$ cat config.mk
export PLATFORM = sky130hd
export DESIGN_NAME = scaledquantser
export DESIGN_NICKNAME = d
export VERILOG_FILES = /design/src/rtl/scaledquantser_pkg.sv /design/src/rtl/scaledquantser_roundsat.sv /design/src/rtl/scaledquantser.sv
export SDC_FILE = /design/constraint.sdc
export NUM_CORES = 1
export LEC_CHECK = 0
export ABC_AREA = 1
export CELL_PAD_IN_SITES_DETAIL_PLACEMENT = 0
export CELL_PAD_IN_SITES_GLOBAL_PLACEMENT = 2
export CORE_UTILIZATION = 36
export CTS_CLUSTER_DIAMETER = 200
export DETAILED_ROUTE_END_ITERATION = 10
export GPL_TIMING_DRIVEN = 1
export HOLD_SLACK_MARGIN = 0.05
export PLACE_DENSITY = 0.95
export SKIP_CTS_REPAIR_TIMING = 1
export SLEW_MARGIN = 0
export SYNTH_ARGS = -nofsm -noshare
export SYNTH_HDL_FRONTEND = slang
export SYNTH_SLANG_ARGS = --single-unit
$ cat constraint.sdc
create_clock -name clk_i -period 19.44 [get_ports clk_i]
set_input_delay 3.888 -clock clk_i [delete_from_list [all_inputs] [get_ports clk_i]]
set_output_delay 3.888 -clock clk_i [all_outputs]
set_load 0.05 [all_outputs]
$ cat src/rtl/scaledquantser_pkg.sv
// Shared constants, types and config-clamp helpers for the quantizer/serializer.
package scaledquantser_pkg;
  localparam int BP   = 45;                // product width from the scaler
  localparam int BMAX = 16;                // maximum output precision
  localparam int BI   = $clog2(BP);        // width of msb index
  localparam int BQ   = $clog2(BMAX + 1);  // width of precision field

  typedef logic signed [BP-1:0] p_type;
  typedef logic [BMAX-1:0]      q_type;

  typedef enum logic [1:0] {IDLE, QUANT, SHIFT} state_e;

  // Precision 0 means 1 bit; anything above BMAX is capped.
  function automatic logic [BQ-1:0] clamp_prec(input logic [BQ-1:0] p);
    if (p == '0) return BQ'(1);
    if (p > BQ'(BMAX)) return BQ'(BMAX);
    return p;
  endfunction

  // MSB index cannot point past the top bit of the product.
  function automatic logic [BI-1:0] clamp_msb(input logic [BI-1:0] m);
    if (m > BI'(BP - 1)) return BI'(BP - 1);
    return m;
  endfunction
endpackage

$ cat src/rtl/scaledquantser_roundsat.sv
// Combinational window select, round-half-up and saturate of one product.
// q_o holds the result right-aligned in the low prec bits (two's complement
// when signed_i). Config is clamped here so the block is safe to reuse alone.
module fxp_roundsat
  import scaledquantser_pkg::*;
(
  input  p_type         data_i,
  input  logic [BI-1:0] msb_i,
  input  logic [BQ-1:0] prec_i,
  input  logic          signed_i,
  output q_type         q_o,
  output logic          sat_o
);
  localparam int LW = BI + 1;
  typedef logic signed [BP:0] w_t;   // one guard bit so the rounding add never wraps
  localparam w_t ONE = w_t'(1);

  logic [BQ-1:0] prec;
  logic [LW-1:0] msb1, lsb;
  w_t            ext, rnd, hi, lo;

  // Round at the window LSB, then clamp to the representable output range.
  always_comb begin
    prec  = clamp_prec(prec_i);
    msb1  = LW'(clamp_msb(msb_i)) + LW'(1);
    lsb   = (msb1 > LW'(prec)) ? msb1 - LW'(prec) : '0;
    ext   = {data_i[BP-1], data_i};
    rnd   = ext;
    if (lsb != '0) rnd = (ext + (ONE << (lsb - LW'(1)))) >>> lsb;

    if (signed_i) begin
      hi = (ONE << (prec - BQ'(1))) - ONE;
      lo = -(ONE << (prec - BQ'(1)));
    end else begin
      hi = (ONE << prec) - ONE;
      lo = '0;
    end

    sat_o = 1'b0;
    q_o   = rnd[BMAX-1:0];
    if (rnd > hi) begin
      q_o   = hi[BMAX-1:0];
      sat_o = 1'b1;
    end else if (rnd < lo) begin
      q_o   = lo[BMAX-1:0];
      sat_o = 1'b1;
    end
  end
endmodule

$ cat src/rtl/scaledquantser.sv
// Quantizer/serializer: latch a product and its config, round/saturate it
// in one cycle, then shift it out MSB first on a valid/ready bit stream.
module scaledquantser
  import scaledquantser_pkg::*;
(
  input  logic          clk_i,
  input  logic          clr_i,
  input  p_type         in_data_i,
  input  logic          in_valid_i,
  output logic          in_ready_o,
  input  logic [BI-1:0] cfg_msbidx_i,
  input  logic [BQ-1:0] cfg_prec_i,
  input  logic          cfg_signed_i,
  output logic          out_bit_o,
  output logic          out_valid_o,
  input  logic          out_ready_i,
  output logic          out_last_o,
  output logic          out_sat_o
);
  state_e        state_q, state_d;
  p_type         data_q, data_d;
  logic [BI-1:0] msb_q, msb_d;
  logic [BQ-1:0] prec_q, prec_d;   // held already clamped
  logic [BQ-1:0] cnt_q, cnt_d;     // bits remaining after the current one
  logic          sgn_q, sgn_d;
  logic          sat_q, sat_d;
  q_type         sreg_q, sreg_d;
  q_type         q;
  logic          q_sat;

  fxp_roundsat u_roundsat (
    .data_i   (data_q),
    .msb_i    (msb_q),
    .prec_i   (prec_q),
    .signed_i (sgn_q),
    .q_o      (q),
    .sat_o    (q_sat)
  );

  // Next-state and stream outputs; every output is gated by state so reset
  // (which forces IDLE asynchronously) zeroes them at once.
  always_comb begin
    state_d     = state_q;
    data_d      = data_q;
    msb_d       = msb_q;
    prec_d      = prec_q;
    sgn_d       = sgn_q;
    sat_d       = sat_q;
    cnt_d       = cnt_q;
    sreg_d      = sreg_q;
    in_ready_o  = 1'b0;
    out_valid_o = 1'b0;
    unique case (state_q)
      IDLE: begin
        in_ready_o = ~clr_i;
        if (in_valid_i) begin
          data_d  = in_data_i;
          msb_d   = clamp_msb(cfg_msbidx_i);
          prec_d  = clamp_prec(cfg_prec_i);
          sgn_d   = cfg_signed_i;
          state_d = QUANT;
        end
      end
      QUANT: begin
        // Left-align so the word MSB sits at the shift-out position.
        sreg_d  = q << (BQ'(BMAX) - prec_q);
        cnt_d   = prec_q - BQ'(1);
        sat_d   = q_sat;
        state_d = SHIFT;
      end
      SHIFT: begin
        out_valid_o = 1'b1;
        if (out_ready_i) begin
          sreg_d = sreg_q << 1;
          if (cnt_q == '0) state_d = IDLE;
          else             cnt_d   = cnt_q - BQ'(1);
        end
      end
      default: state_d = IDLE;
    endcase
    out_bit_o  = out_valid_o & sreg_q[BMAX-1];
    out_last_o = out_valid_o & (cnt_q == '0);
    out_sat_o  = out_valid_o & sat_q;
  end

  // State and datapath registers; reset drops any word in flight.
  always_ff @(posedge clk_i or posedge clr_i) begin
    if (clr_i) begin
      state_q <= IDLE;
      data_q  <= '0;
      msb_q   <= '0;
      prec_q  <= BQ'(1);
      sgn_q   <= 1'b0;
      sat_q   <= 1'b0;
      cnt_q   <= '0;
      sreg_q  <= '0;
    end else begin
      state_q <= state_d;
      data_q  <= data_d;
      msb_q   <= msb_d;
      prec_q  <= prec_d;
      sgn_q   <= sgn_d;
      sat_q   <= sat_d;
      cnt_q   <= cnt_d;
      sreg_q  <= sreg_d;
    end
  end
endmodule
==> results.yml <==
sta:
  worst_slew_pin_slew_ns: 1.15
  finalMaxSlewViolations: 0
  hold_violations: 0
  period_share: 0.766
  setup_tns_ns: 0
  hold_ws_ns: 0.488
  max_freq_ghz: 0.0671
  rsz0062_at_grt: "no"
  relSlewSlack: 0.228
  post-route-min-period_ns: 14.90
  finalSetupViolCount: 0
  skew_ns: 0.00955
grt:
  grt_max_degree: 82
  track_usage: 0.346
  grt_pass1_wl_um: 109000
  grt_pass1_vias: 16800
  antenna_found_initial: 0
  overflow: 0
setup_path:
  crit_cells: 69
  worst_path_max_delay_cell: "dfstp_2"
  startpoint: "prec_q[0]"
  cp-start-kind: "register"
  crit_end: "sreg_q[13]"
  r2r_start: "prec_q[0]"
  cp_num_buf_inv: 12
  critical_path_class: "reg -> reg"
  cp_slowest_stage_delay_ns: 0.82
  worstPathArrival_ns: 15.19
  cp_common_cell: "nand2_1"
  timing.rr.end: "sreg_q[13]"
  critPathTopFamily: "simple AND/OR/NAND/NOR gates"
  regToRegSetupSlack_ns: 4.54
  critPathCaptureType: "register"
  critical_path_required_ns: 19.73
  r2r_cells: 69
  critical_path.max_fanout: 35
synthesis:
  ys_ff_latch: 81
  synth_top_cell_by_area: "nand2_1"
  syn-cell-area_um2: 15000
  synth_edf_count: 0
  yosys-top-cells-area: "nand2_1 (20%), dfrtp_1 (13%), ha_1 (12%)"
  synth_cell_types: 59
  synthFlopType: "dfrtp_1"
  netlist_instances: 2665
  synth.top_cell.area_share: 0.198
  ys_warn_count: 0
  syn_area_per_cell_um2: 5.63
  yosysMostFrequentCell: "nand2_1"
  synth.cells.most_frequent: "nand2_1 (792), nor2_1 (300), inv_1 (284)"
  ys_seq_area_frac: 0.135
  async_flop_share: 1.00
floorplanning:
  dieArea_um2: 42500
  initial_core_util: 0.367
  core_area_um2: 40900
  num_io_pins: 66
  die_h_um: 206
  std_cell_rows: 74
  die_w_um: 206
clocking:
  cts_buffer_depth: 2
  cts-root-buf: "clkbuf_16"
  cts_sinks: 81
  clock_latency_ns: 0.35
  htree_levels: 3
  path_clk_slew_ns: 0.07
  cts_tree: "yes"
  cts_buffers: 9
finish:
  final_nets: 2882
  drive_above_1_share: 0.0344
  area_growth_pct: 9.35
  nFillCells: 4613
  fin_area_um2: 16400
  finalNonFillerCells: 3210
status:
  outcome: "finished, final reports clean"
worst_hold_path:
  worstHoldPathType: "reg -> reg"
  hold_depth: 2
route:
  drt_wl_total_um: 73900
  via_per_inst: 5.78
  firstDrtPassIters: 7
  route.detailed.drc: 0
  drt-initial-drc-count: 2509
  vias: 18600
  wire_per_inst_um: 23.0
  postRouteAntennaNets: 0
placed_design:
  dp_cells: 3193
  port_buffers: 65
  postPlaceCellArea_um2: 16100
  dp_hpwl_um: 62100
  place_congestion: 1.03
flow_run:
  maxCapViolations: 0
## sequential cells by signal (all words and copies together) (netlist names)
| signal | flops |
|---|---|
| msb_q | 6 |
| state_q | 2 |
| sat_q | 1 |
| cnt_q | 5 |
| prec_q | 5 |
| sreg_q | 16 |
| data_q | 45 |
| sgn_q | 1 |
## layout make-up
cell class | instances | area, µm² | area share
Clock buffer | 10 | 239 | 0.0146
Multi-Input combinational cell | 2199 | 11500 | 0.701
Sequential cell | 81 | 2030 | 0.124
Timing Repair Buffer | 85 | 801 | 0.0488
Antenna cell | 1 | 2.50 | 0.000153
Clock inverter | 6 | 57.6 | 0.00351
Tap cell | 532 | 666 | 0.0406
Inverter | 296 | 1110 | 0.0678
## logic make-up (layout without fill, tap and decap cells)
logic type                 Yosys count  count (layout)  synth area share
AOI/OAI and AO/OA                  476             476             0.180
xor gates and xnor gates            45              45            0.0263
adders and majority gates          149             149             0.125
buffers and inverters              392             397             0.100
DFF                                 81              81             0.135
muxes                               11              11           0.00734
other                                1               9          0.000250
and+or+nand+nor                   1510            1510             0.425
## how the worst min path moves through the flow
| stage | from | end |
|---|---|---|
| 2_1_floorplan | sreg_q[7] | sreg_q[7] |
| 3_3_place_gp | sreg_q[7] | sreg_q[7] |
| 3_5_place_dp | sreg_q[7] | sreg_q[7] |
| 4_1_cts | sreg_q[7] | sreg_q[7] |
| 5_1_grt | sreg_q[7] | sreg_q[7] |
| 6_report | sreg_q[7] | sreg_q[7] |
## through the flow
| stage | setup WS (ns) | util |
|---|---|---|
| 2_1_floorplan | 9.52 | - |
| 3_3_place_gp | 4.89 | 0.394 |
| 3_5_place_dp | 4.96 | 0.394 |
| 4_1_cts | 4.93 | 0.401 |
| 5_1_grt | 3.37 | 0.401 |
| 6_report | 4.54 | 0.401 |
## tightest hold or removal path: stages, from the launching register on
cell and delay, ns:
dfrtp_1 0.34, nand2_1 0.05, nand2_1 0.06
## routing by layer
metal	track usage	up-vias	part of all wire
met3	0.0634	80	0.10
li1	-	8876	-
met5	0	-	0
met4	0.0727	0	0.021
met2	0.470	986	0.39
met1	0.548	8609	0.49
## cell usage in the layout, fill, tap and decap left out, types with 8 or more instances in the layout
master and count:
a21oi_1 147, mux2i_1 11, inv_1 283, dfrtp_1 79, o21bai_1 9, o221ai_1 11
nand2_2 11, a211oi_1 9, o21ai_0 188, nor3_1 33, nand2_1 792, buf_4 20
conb_1 8, xor2_1 31, xnor2_1 14, nand3_1 273, nor2_1 299, clkdlybuf4s50_1 65
ha_1 147, or2_2 22, o21ai_1 9, clkbuf_16 9, a22oi_1 8, nand4_1 48
a31oi_1 35, o211ai_1 19
Power is left out: the tool's default activity adds up to more than one toggle a clock period on the data nets, which glitch-free logic cannot reach.
==> RTL change 1: new RTL, config.mk and constraints unchanged <==
Change the package constant `BMAX` from 16 to 8.
--- a/src/rtl/scaledquantser_pkg.sv
+++ b/src/rtl/scaledquantser_pkg.sv
@@ -2,5 +2,5 @@
 package scaledquantser_pkg;
   localparam int BP   = 45;                // product width from the scaler
-  localparam int BMAX = 16;                // maximum output precision
+  localparam int BMAX = 8;                // maximum output precision
   localparam int BI   = $clog2(BP);        // width of msb index
   localparam int BQ   = $clog2(BMAX + 1);  // width of precision field
Interface: changed (resized cfg_prec_i); port bits go from 66 to 65. The function was not compared with the original's and may differ.
==> RTL change 1 against the unedited design <==
  * Count of clock-buffer cells in the layout fell by 1
  * Highest routed layer unchanged
  * Area after synthesis fell by 17%
  * Worst setup slack improved by 2.4 ns
  * Critical endpoint is now sreg_q[7]
  * Final area fell by 16%
  * Sequential cell count fell by 10
  * Via count fell by 21%
  * Synthesized cell count fell by 23%
  * Critical path depth fell by 2
  * First-iteration DRC count fell by 33%
  * Wire length fell by 24%
  * Utilization rose by 0.82 points
  * Global-route usage fell by 3.1 points
  * Largest cell class unchanged
Power is left out: the tool's default activity adds up to more than one toggle a clock period on the data nets, which glitch-free logic cannot reach.
==> RTL change 1: results <==
final_layout:
  fill_cells: 3681
  final_layout_size_suffix_gt1_share_pct: 4.580
  num-multi-input-gates: 1729
  clk_share_pct: 2.146
  seq_share_pct: 12.86
  nNonClkBuffers: 78
  nonClkBufAreaFrac_pct: 5.396
  clkbuf_count: 9
  finalNetCount: 2300
  seq_cells: 71
  nNonClkInverters: 203
worst_hold_path:
  min_to: "sreg_q[3]"
route:
  routed_via_density: 5.769
  vias: 14676
  finalWirelength_mm: 56.09
  dr.first_iter.drc_count: 1680
  wl_met3_mm: 4.545
  m1WireLength_mm: 26.86
  route.met2.wl_mm: 23.47
  dr.pass1.iters: 6
synth:
  synth_cell_types: 65
  syn_area_per_cell_sq_um: 6.043
  synth_common_cells: "554 x nand2_1, 211 x o21ai_0, 198 x nor2_1"
  ys_seq_area_share_pct: 14.29
placement:
  finalWeightedCongestion: 0.9981
  dp_cells: 2529
  dp_slack_ns: 7.471
  post-dp-hpwl_mm: 47.06
grt:
  use_met2_pct: 47.39
  grt_pass1_vias: 13620
  grt_pass1_wl_mm: 84.20
  grt_max_degree: 72
  grtUsageMet1_pct: 46.95
setup_path:
  regToRegSetupSlack_ns: 6.96
  reg2reg_to: "sreg_q[7]"
  cp_max_fo: 13
  slowest_stage: "nor2_1"
  crit_path_start: "msb_q[2]"
  max_stage_delay_ns: 0.73
sta:
  fmax_ghz: 0.08013
  max_slew_margin_pct: 31.67
outcome:
  status: "completed"
[RTL change 1: kinds of logic after synthesis]
group | after synthesis | share of synthesized area, %
AO/OA/AOI/OAI | 484 | 22.21
XOR/XNOR | 53 | 3.731
adder cells (fa/ha/maj) | 148 | 15.00
buffers and inverters | 272 | 8.366
flip-flops | 71 | 14.29
multiplexers | 16 | 1.287
other | 2 | 0.06035
AND/OR/NAND/NOR | 1013 | 35.05
[RTL change 1: through the flow]
step | utilization, % | cell area, sq um | hold slack, ns
2_1_floorplan | - | 12490 | 0.4492
3_3_place_gp | 40.03 | 13520 | 0.4798
3_5_place_dp | 40.03 | 13520 | 0.4661
4_1_cts | 40.91 | 13820 | 0.4873
5_1_grt | 40.91 | 13820 | 0.5477
6_report | 40.91 | 13820 | 0.4882
[RTL change 1: worst min-delay path, cell delays in order (launching register included)]
cell     delay (ns)
dfrtp_1        0.35
nand2_1        0.05
nand2_1        0.06
